$ cat src/rtl/bcd_timer_if.sv
`default_nettype none
// ============================================================================
//  Module      : bcd_timer_if
//  Description : Control and result bundle of the BCD elapsed-time counter.
//                The master side drives the run/load/capture controls and
//                observes the digits; the slave side is the timer itself.
//  Revision    : 1.0 - initial release
// ============================================================================
interface bcd_timer_if #(
    parameter int DIGITS = 4
);
    logic                  clear;
    logic                  enable;
    logic                  up_dn;
    logic                  load;
    logic [4*DIGITS-1:0]   load_val;
    logic                  capture;
    logic [4*DIGITS-1:0]   count;
    logic [4*DIGITS-1:0]   lap;
    logic                  tick;
    logic                  at_limit;
    logic                  overflow;

    modport master (
        output clear,
        output enable,
        output up_dn,
        output load,
        output load_val,
        output capture,
        input  count,
        input  lap,
        input  tick,
        input  at_limit,
        input  overflow
    );

    modport slave (
        input  clear,
        input  enable,
        input  up_dn,
        input  load,
        input  load_val,
        input  capture,
        output count,
        output lap,
        output tick,
        output at_limit,
        output overflow
    );
endinterface
`default_nettype wire

$ cat src/rtl/bcd_timer.sv
`default_nettype none
// ============================================================================
//  Module      : bcd_timer
//  Description : N-digit BCD elapsed-time counter with built-in prescaler.
//                One count step every DIV enabled clock cycles; up/down,
//                wrap or saturate at the limits, preload, lap capture and a
//                sticky overflow flag. Digits feed the display mux directly.
//  Revision    : 1.0 - initial release
// ============================================================================
module bcd_timer #(
    parameter int DIGITS   = 4,
    parameter int DIV      = 100000,
    parameter bit SATURATE = 1'b0
) (
    input  wire logic       ck,
    input  wire logic       reset,
    bcd_timer_if.slave      bus
);

    // ------------------------------------------------------------------------
    // Constants
    // ------------------------------------------------------------------------
    localparam int              c_w        = 4 * DIGITS;
    localparam int              c_pw       = (DIV > 1) ? $clog2(DIV) : 1;
    localparam logic [c_pw-1:0] c_pre_last = c_pw'(DIV - 1);
    localparam logic [c_pw-1:0] c_pre_one  = c_pw'(1);

    // ------------------------------------------------------------------------
    // State
    // ------------------------------------------------------------------------
    logic [c_pw-1:0] r_pre;
    logic [c_w-1:0]  r_count;
    logic [c_w-1:0]  r_lap;
    logic            r_ovf;

    // ------------------------------------------------------------------------
    // Combinational datapath
    // ------------------------------------------------------------------------
    logic            w_tick;
    logic [DIGITS:0] w_carry;      // w_carry[i]  : increment reaches digit i
    logic [DIGITS:0] w_borrow;     // w_borrow[i] : decrement reaches digit i
    logic [c_w-1:0]  w_inc;
    logic [c_w-1:0]  w_dec;
    logic [c_w-1:0]  w_load_clamped;
    logic            w_all9;
    logic            w_all0;
    logic            w_at_limit;
    logic [c_w-1:0]  w_step_val;

    // The prescaler wraps on the tick cycle, so its terminal value is the tick.
    assign w_tick = bus.enable && (r_pre == c_pre_last);

    // A step always starts by adding/subtracting one at the least significant
    // digit; the carry/borrow then ripples upward within the same cycle.
    assign w_carry[0]  = 1'b1;
    assign w_borrow[0] = 1'b1;

    generate
        for (genvar i = 0; i < DIGITS; i++) begin : g_digit
            logic [3:0] w_d;
            logic [3:0] w_ld;

            assign w_d = r_count[4*i +: 4];

            // Increment: a 9 receiving a carry rolls to 0 and passes it on.
            assign w_carry[i+1]   = w_carry[i] && (w_d == 4'd9);
            assign w_inc[4*i +: 4] = !w_carry[i]   ? w_d :
                                     (w_d == 4'd9) ? 4'd0 : (w_d + 4'd1);

            // Decrement: a 0 receiving a borrow rolls to 9 and passes it on.
            assign w_borrow[i+1]   = w_borrow[i] && (w_d == 4'd0);
            assign w_dec[4*i +: 4] = !w_borrow[i]  ? w_d :
                                     (w_d == 4'd0) ? 4'd9 : (w_d - 4'd1);

            // Preload digits above 9 are forced to 9 so the count stays BCD.
            assign w_ld                     = bus.load_val[4*i +: 4];
            assign w_load_clamped[4*i +: 4] = (w_ld > 4'd9) ? 4'd9 : w_ld;
        end
    endgenerate

    // A carry out of the top digit means every digit was 9; likewise for 0.
    assign w_all9     = w_carry[DIGITS];
    assign w_all0     = w_borrow[DIGITS];
    assign w_at_limit = bus.up_dn ? w_all9 : w_all0;

    // The ripple result already wraps (9999+1 -> 0000, 0000-1 -> 9999);
    // saturation simply keeps the current value at the limit.
    assign w_step_val = (SATURATE && w_at_limit) ? r_count :
                        (bus.up_dn ? w_inc : w_dec);

    // ------------------------------------------------------------------------
    // Sequential logic
    // ------------------------------------------------------------------------

    // Prescaler, count and overflow: reset > clear > load > step.
    always_ff @(posedge ck or posedge reset) begin
        if (reset) begin
            r_pre   <= '0;
            r_count <= '0;
            r_ovf   <= 1'b0;
        end else if (bus.clear) begin
            r_pre   <= '0;
            r_count <= '0;
            r_ovf   <= 1'b0;
        end else if (bus.load) begin
            r_pre   <= '0;
            r_count <= w_load_clamped;
        end else begin
            if (bus.enable) begin
                r_pre <= w_tick ? '0 : (r_pre + c_pre_one);
            end
            if (w_tick) begin
                r_count <= w_step_val;
                if (w_at_limit) begin
                    r_ovf <= 1'b1;
                end
            end
        end
    end

    // Lap register: samples the count visible this cycle, before any update.
    always_ff @(posedge ck or posedge reset) begin
        if (reset) begin
            r_lap <= '0;
        end else if (bus.capture) begin
            r_lap <= r_count;
        end
    end

    // ------------------------------------------------------------------------
    // Outputs
    // ------------------------------------------------------------------------
    assign bus.count    = r_count;
    assign bus.lap      = r_lap;
    assign bus.tick     = w_tick;
    assign bus.at_limit = w_at_limit;
    assign bus.overflow = r_ovf;

endmodule
`default_nettype wire

$ cat src/flat_wrapper.sv
// flat-port wrapper written by rule: the top's interface ports become plain ports
module bcd_timer_flat 
#(
    parameter int DIGITS   = 4,
    parameter int DIV      = 100000,
    parameter bit SATURATE = 1'b0
)
  (ck, reset, bus_clear, bus_enable, bus_up_dn, bus_load, bus_load_val, bus_capture, bus_count, bus_lap, bus_tick, bus_at_limit, bus_overflow);
  bcd_timer_if #(.DIGITS(DIGITS)) bus_i ();
  input  wire logic ck;
  input  wire logic reset;
  input wire logic [$bits(bus_i.clear)-1:0] bus_clear;
  input wire logic [$bits(bus_i.enable)-1:0] bus_enable;
  input wire logic [$bits(bus_i.up_dn)-1:0] bus_up_dn;
  input wire logic [$bits(bus_i.load)-1:0] bus_load;
  input wire logic [$bits(bus_i.load_val)-1:0] bus_load_val;
  input wire logic [$bits(bus_i.capture)-1:0] bus_capture;
  output wire logic [$bits(bus_i.count)-1:0] bus_count;
  output wire logic [$bits(bus_i.lap)-1:0] bus_lap;
  output wire logic [$bits(bus_i.tick)-1:0] bus_tick;
  output wire logic [$bits(bus_i.at_limit)-1:0] bus_at_limit;
  output wire logic [$bits(bus_i.overflow)-1:0] bus_overflow;
  assign bus_i.clear = bus_clear;
  assign bus_i.enable = bus_enable;
  assign bus_i.up_dn = bus_up_dn;
  assign bus_i.load = bus_load;
  assign bus_i.load_val = bus_load_val;
  assign bus_i.capture = bus_capture;
  assign bus_count = bus_i.count;
  assign bus_lap = bus_i.lap;
  assign bus_tick = bus_i.tick;
  assign bus_at_limit = bus_i.at_limit;
  assign bus_overflow = bus_i.overflow;
  bcd_timer #(.DIGITS(DIGITS), .DIV(DIV), .SATURATE(SATURATE)) u_core (.ck(ck), .reset(reset), .bus(bus_i));
endmodule
$ cat config.mk
export PLATFORM = sky130hd
export DESIGN_NAME = bcd_timer_flat
export DESIGN_NICKNAME = d
export VERILOG_FILES = /design/src/rtl/bcd_timer_if.sv /design/src/rtl/bcd_timer.sv /design/src/flat_wrapper.sv
export SDC_FILE = /design/constraint.sdc
export NUM_CORES = 1
export LEC_CHECK = 0
export ABC_AREA = 0
export CAP_MARGIN = 20
export CORE_MARGIN = 8
export CORE_UTILIZATION = 48
export DETAILED_ROUTE_END_ITERATION = 8
export PLACE_DENSITY = 0.82
export SLEW_MARGIN = 20
export SYNTH_ARGS = -nofsm -noshare
export SYNTH_HDL_FRONTEND = slang
export SYNTH_SLANG_ARGS = --single-unit
$ cat constraint.sdc
create_clock -name ck -period 1.9 [get_ports ck]
set_input_delay 0.19 -clock ck [delete_from_list [all_inputs] [get_ports ck]]
set_output_delay 0.19 -clock ck [all_outputs]
set_load 0.1 [all_outputs]
==> metrics.txt <==
outcome=finished with violations; violations in the final reports=negative setup slack; # fillers=437; number of flops mapped to enable cells by yosys=0; die width=99.2 µm; Pre-Repair DR Iteration Count=5; Die ar.=9840 µm²; Max Cap Violations=0; sequential cell area fraction in the yosys report=37.6%; fin cells=575; share of post-route cells with drive strength above 1=42.2%; Congestion Overflow GR=0; area used by sequential logic in the layout=1270 µm²; Yosys warning count=0; total DRC errors in the routed layout=0; most common cell after layout, fill and taps aside=buf_4; most used cells in the layout excluding fill and tap cells=108 x buf_4, 36 x dfrtp_1, 27 x nor2_1; worst-case vdd ir drop=0.416 mV; global-route wire length before repair=15,800 µm; data arrival time of the worst path=2060 ps; antenna-violating nets left=0; Synth async-reset ratio=100%; diode count=0; largest net degree at the start of global routing=51; placed wire-length estimate after detailed placement=6780 µm; proportion of netlist area held by the largest area contributor=37.6%; total number of vias=3,430; count of final setup violators=14; deepest clock path buffer count=2; die boundary height=99.2 µm; std cell rows=30; routed via count divided by cell count=5.97; placeable core region=6760 µm²; Final GP Congestion=0.914; Crit path largest cell delay=420 ps; Post-Synthesis Mean Instance Area=9.31 µm²; slowest stage cell on the critical path=dfrtp_2; Setup crit start kind=flop; aggregate global-route resource usage=19.4%; area growth from synthesis to layout=47.3%; post-synthesis instance area=3320 µm²; number of H-tree levels=2; synthesized netlist net count=395; clock network latency to the later pin of the worst-skew pair=310 ps; highest clock frequency the design can meet=445 MHz; number of instances in the placed design=541; part of the total power dissipated in sequential elements=36.0%; biggest area contributors in the synthesized netlist=dfrtp_1 38%, mux2_2 6.1%, ha_1 5.6%; number of antenna violations at the first check in global routing=0; post-route worst hold slack=232 ps; max-slew headroom at the worst pin=63.7%; path type of the worst min-delay path=primary input to asynchronous set/reset pin; # port buffers=57; r2r worst-path depth=9; initial standard-cell utilization of the core=49.2%; Total Negative Setup Slacks=-1560 ps; areal power density over the cells=690 nW/µm²; largest fanout of any net on the critical path=3; fin. max-slew vios=0; count of different cell masters after synthesis=62; CP Cell Sequence=inv_2 > ha_1 > nand3b_1 > nor3_4 > a32oi_2 > nor2_4 > buf_12; ports placed on the boundary=58; CTS tree=yes; proportion of total power due to net switching=42.6%; Hold Fails Final Rpt=0; combinational share of power=44.5%; final core occ=72.5%; clock sink total=50; # hold bufs at CTS=0; critical path start-end classification=flop to output pin; Period Utilization, post-route=118%; Root Buffer Master=clkbuf_8; leakage component of the power=2.24 nW; Synth area leader=dfrtp_1; count of routing violations after the opening detailed-route iteration=264; vias in the first global route=3,198; final period demand of the worst path=2250 ps; post-place setup slack=-139 ps; area taken by multi-input logic gates=2090 µm²; Worst Path Required=1710 ps; final net count=532; Clock Skew=4.61 ps; setup repair after global routing missed its margin=yes; aggregate routed wire length=10,600 µm; slew at the pin closest to its max-slew limit=531 ps; clock transition time at the flip-flop clock pins of the worst setup and hold paths=90 ps; primary flip-flop cell chosen by synthesis mapping=dfrtp_1; smallest setup slack after layout=-349 ps; switching pwr=1.44 mW; nature of the critical path endpoint=output pin; relative contribution of the clock network to total power=19.6%; number of buffers inserted during clock tree synthesis=5; mean routed wirelength per cell=18.4 µm; Post-Synthesis Cells=357; design internal power=1.94 mW; flops & latches, synth=50
## power by group through the flow
stage / clock network, mW / registers, mW / logic [mW]
6_report: 0.662 / 1.21 / 1.50
5_1_grt: 0.705 / 1.23 / 1.57
4_1_cts: 0.663 / 1.21 / 1.40
3_5_place_dp: 0 / 1.24 / 1.38
3_3_place_gp: 0 / 1.23 / 1.37
2_1_floorplan: 0 / 1.78 / 0.429
## stage by stage
| step | total power [mW] | area [µm²] |
|---|---|---|
| 4_1_cts | 3.28 | 4620 |
| 6_report | 3.38 | 4900 |
| 2_1_floorplan | 2.21 | 3410 |
| 5_1_grt | 3.50 | 4900 |
| 3_3_place_gp | 2.60 | 4450 |
| 3_5_place_dp | 2.62 | 4450 |
## cells by family (layout without fill, tap and decap cells)
| family | count (synthesis) | in the layout | share of synthesized area, % |
|---|---|---|---|
| buffers and inverters | 41 | 179 | 5.01 |
| adder cells (fa/ha/maj) | 15 | 15 | 5.65 |
| AND/OR/NAND/NOR | 119 | 119 | 19.5 |
| multiplexers | 28 | 28 | 9.56 |
| AO/OA/AOI/OAI | 87 | 87 | 18.2 |
| flip-flops | 50 | 50 | 37.6 |
| XOR/XNOR | 17 | 17 | 4.48 |
## repair_timing
action / CTS / global route
setup buffers: 7 / 20
pin swaps: 5 / 13
gates resized for setup: 7 / 31
setup endpoints to repair: 4 / 17
## synthesized netlist by cell type, types with 3 or more instances
library cell / n
dfrtp_1: 50
nand2_1: 28
nor2_1: 27
o21ai_0: 26
inv_1: 25
mux2_2: 18
a21oi_1: 16
ha_1: 15
nand2b_1: 9
xnor2_1: 9
nand3_1: 8
nor3_1: 8
xor2_1: 8
mux2i_1: 7
buf_2: 6
nand4_1: 6
a221oi_1: 5
and3_1: 5
clkbuf_1: 5
nand3b_1: 5
a31o_2: 4
a31oi_1: 4
o32ai_1: 4
a2111oi_0: 3
a211oi_1: 3
mux2_4: 3
nor2b_1: 3
nor4_1: 3
o21bai_1: 3
## sequential cells by signal, indices dropped and copies added (netlist names)
name and count:
u_core.bus.overflow 1, u_core.bus.lap 16, u_core.r_pre 17, u_core.bus.count 16
## area by class of cell
class                   instances  area share (%)
well taps                      80            2.04
multi-input cells             266            42.7
repair buffers                145            25.4
clock buffers                   7            1.76
inverters                      26            2.12
flip-flops and latches         50            25.9
clock inverters                 1           0.102
## worst max-delay path: cells and delay by family (launching register included)
kind,cells,cell delay [ps]
fa+ha+maj,1,240
simple gates,3,660
compound gates,1,150
buf+inv,2,260
flops,1,420
## final timing paths
kind | start | end | slack [ps]
setup / recovery | u_core.bus.count[5] | bus_at_limit | -350
hold / removal | reset | u_core.bus.lap[13] | 230
setup reg to reg | u_core.bus.count[0] | u_core.bus.count[9] | -180
hold reg to reg | u_core.bus.lap[10] | u_core.bus.lap[10] | 520
max in group asynchronous | reset | u_core.bus.count[0] | 1420
min in group ck | bus_load_val[1] | u_core.bus.count[1] | 470
## per-layer routing
layer  up-vias  global-route usage, %  wire [µm]
met4         0                   8.61        384
met1      1635                   24.4       4320
li1       1567                      -          -
met5         -                      0          0
met2       185                   31.7       5110
met3        43                   3.63        760
(Power assumes the default switching activity.)
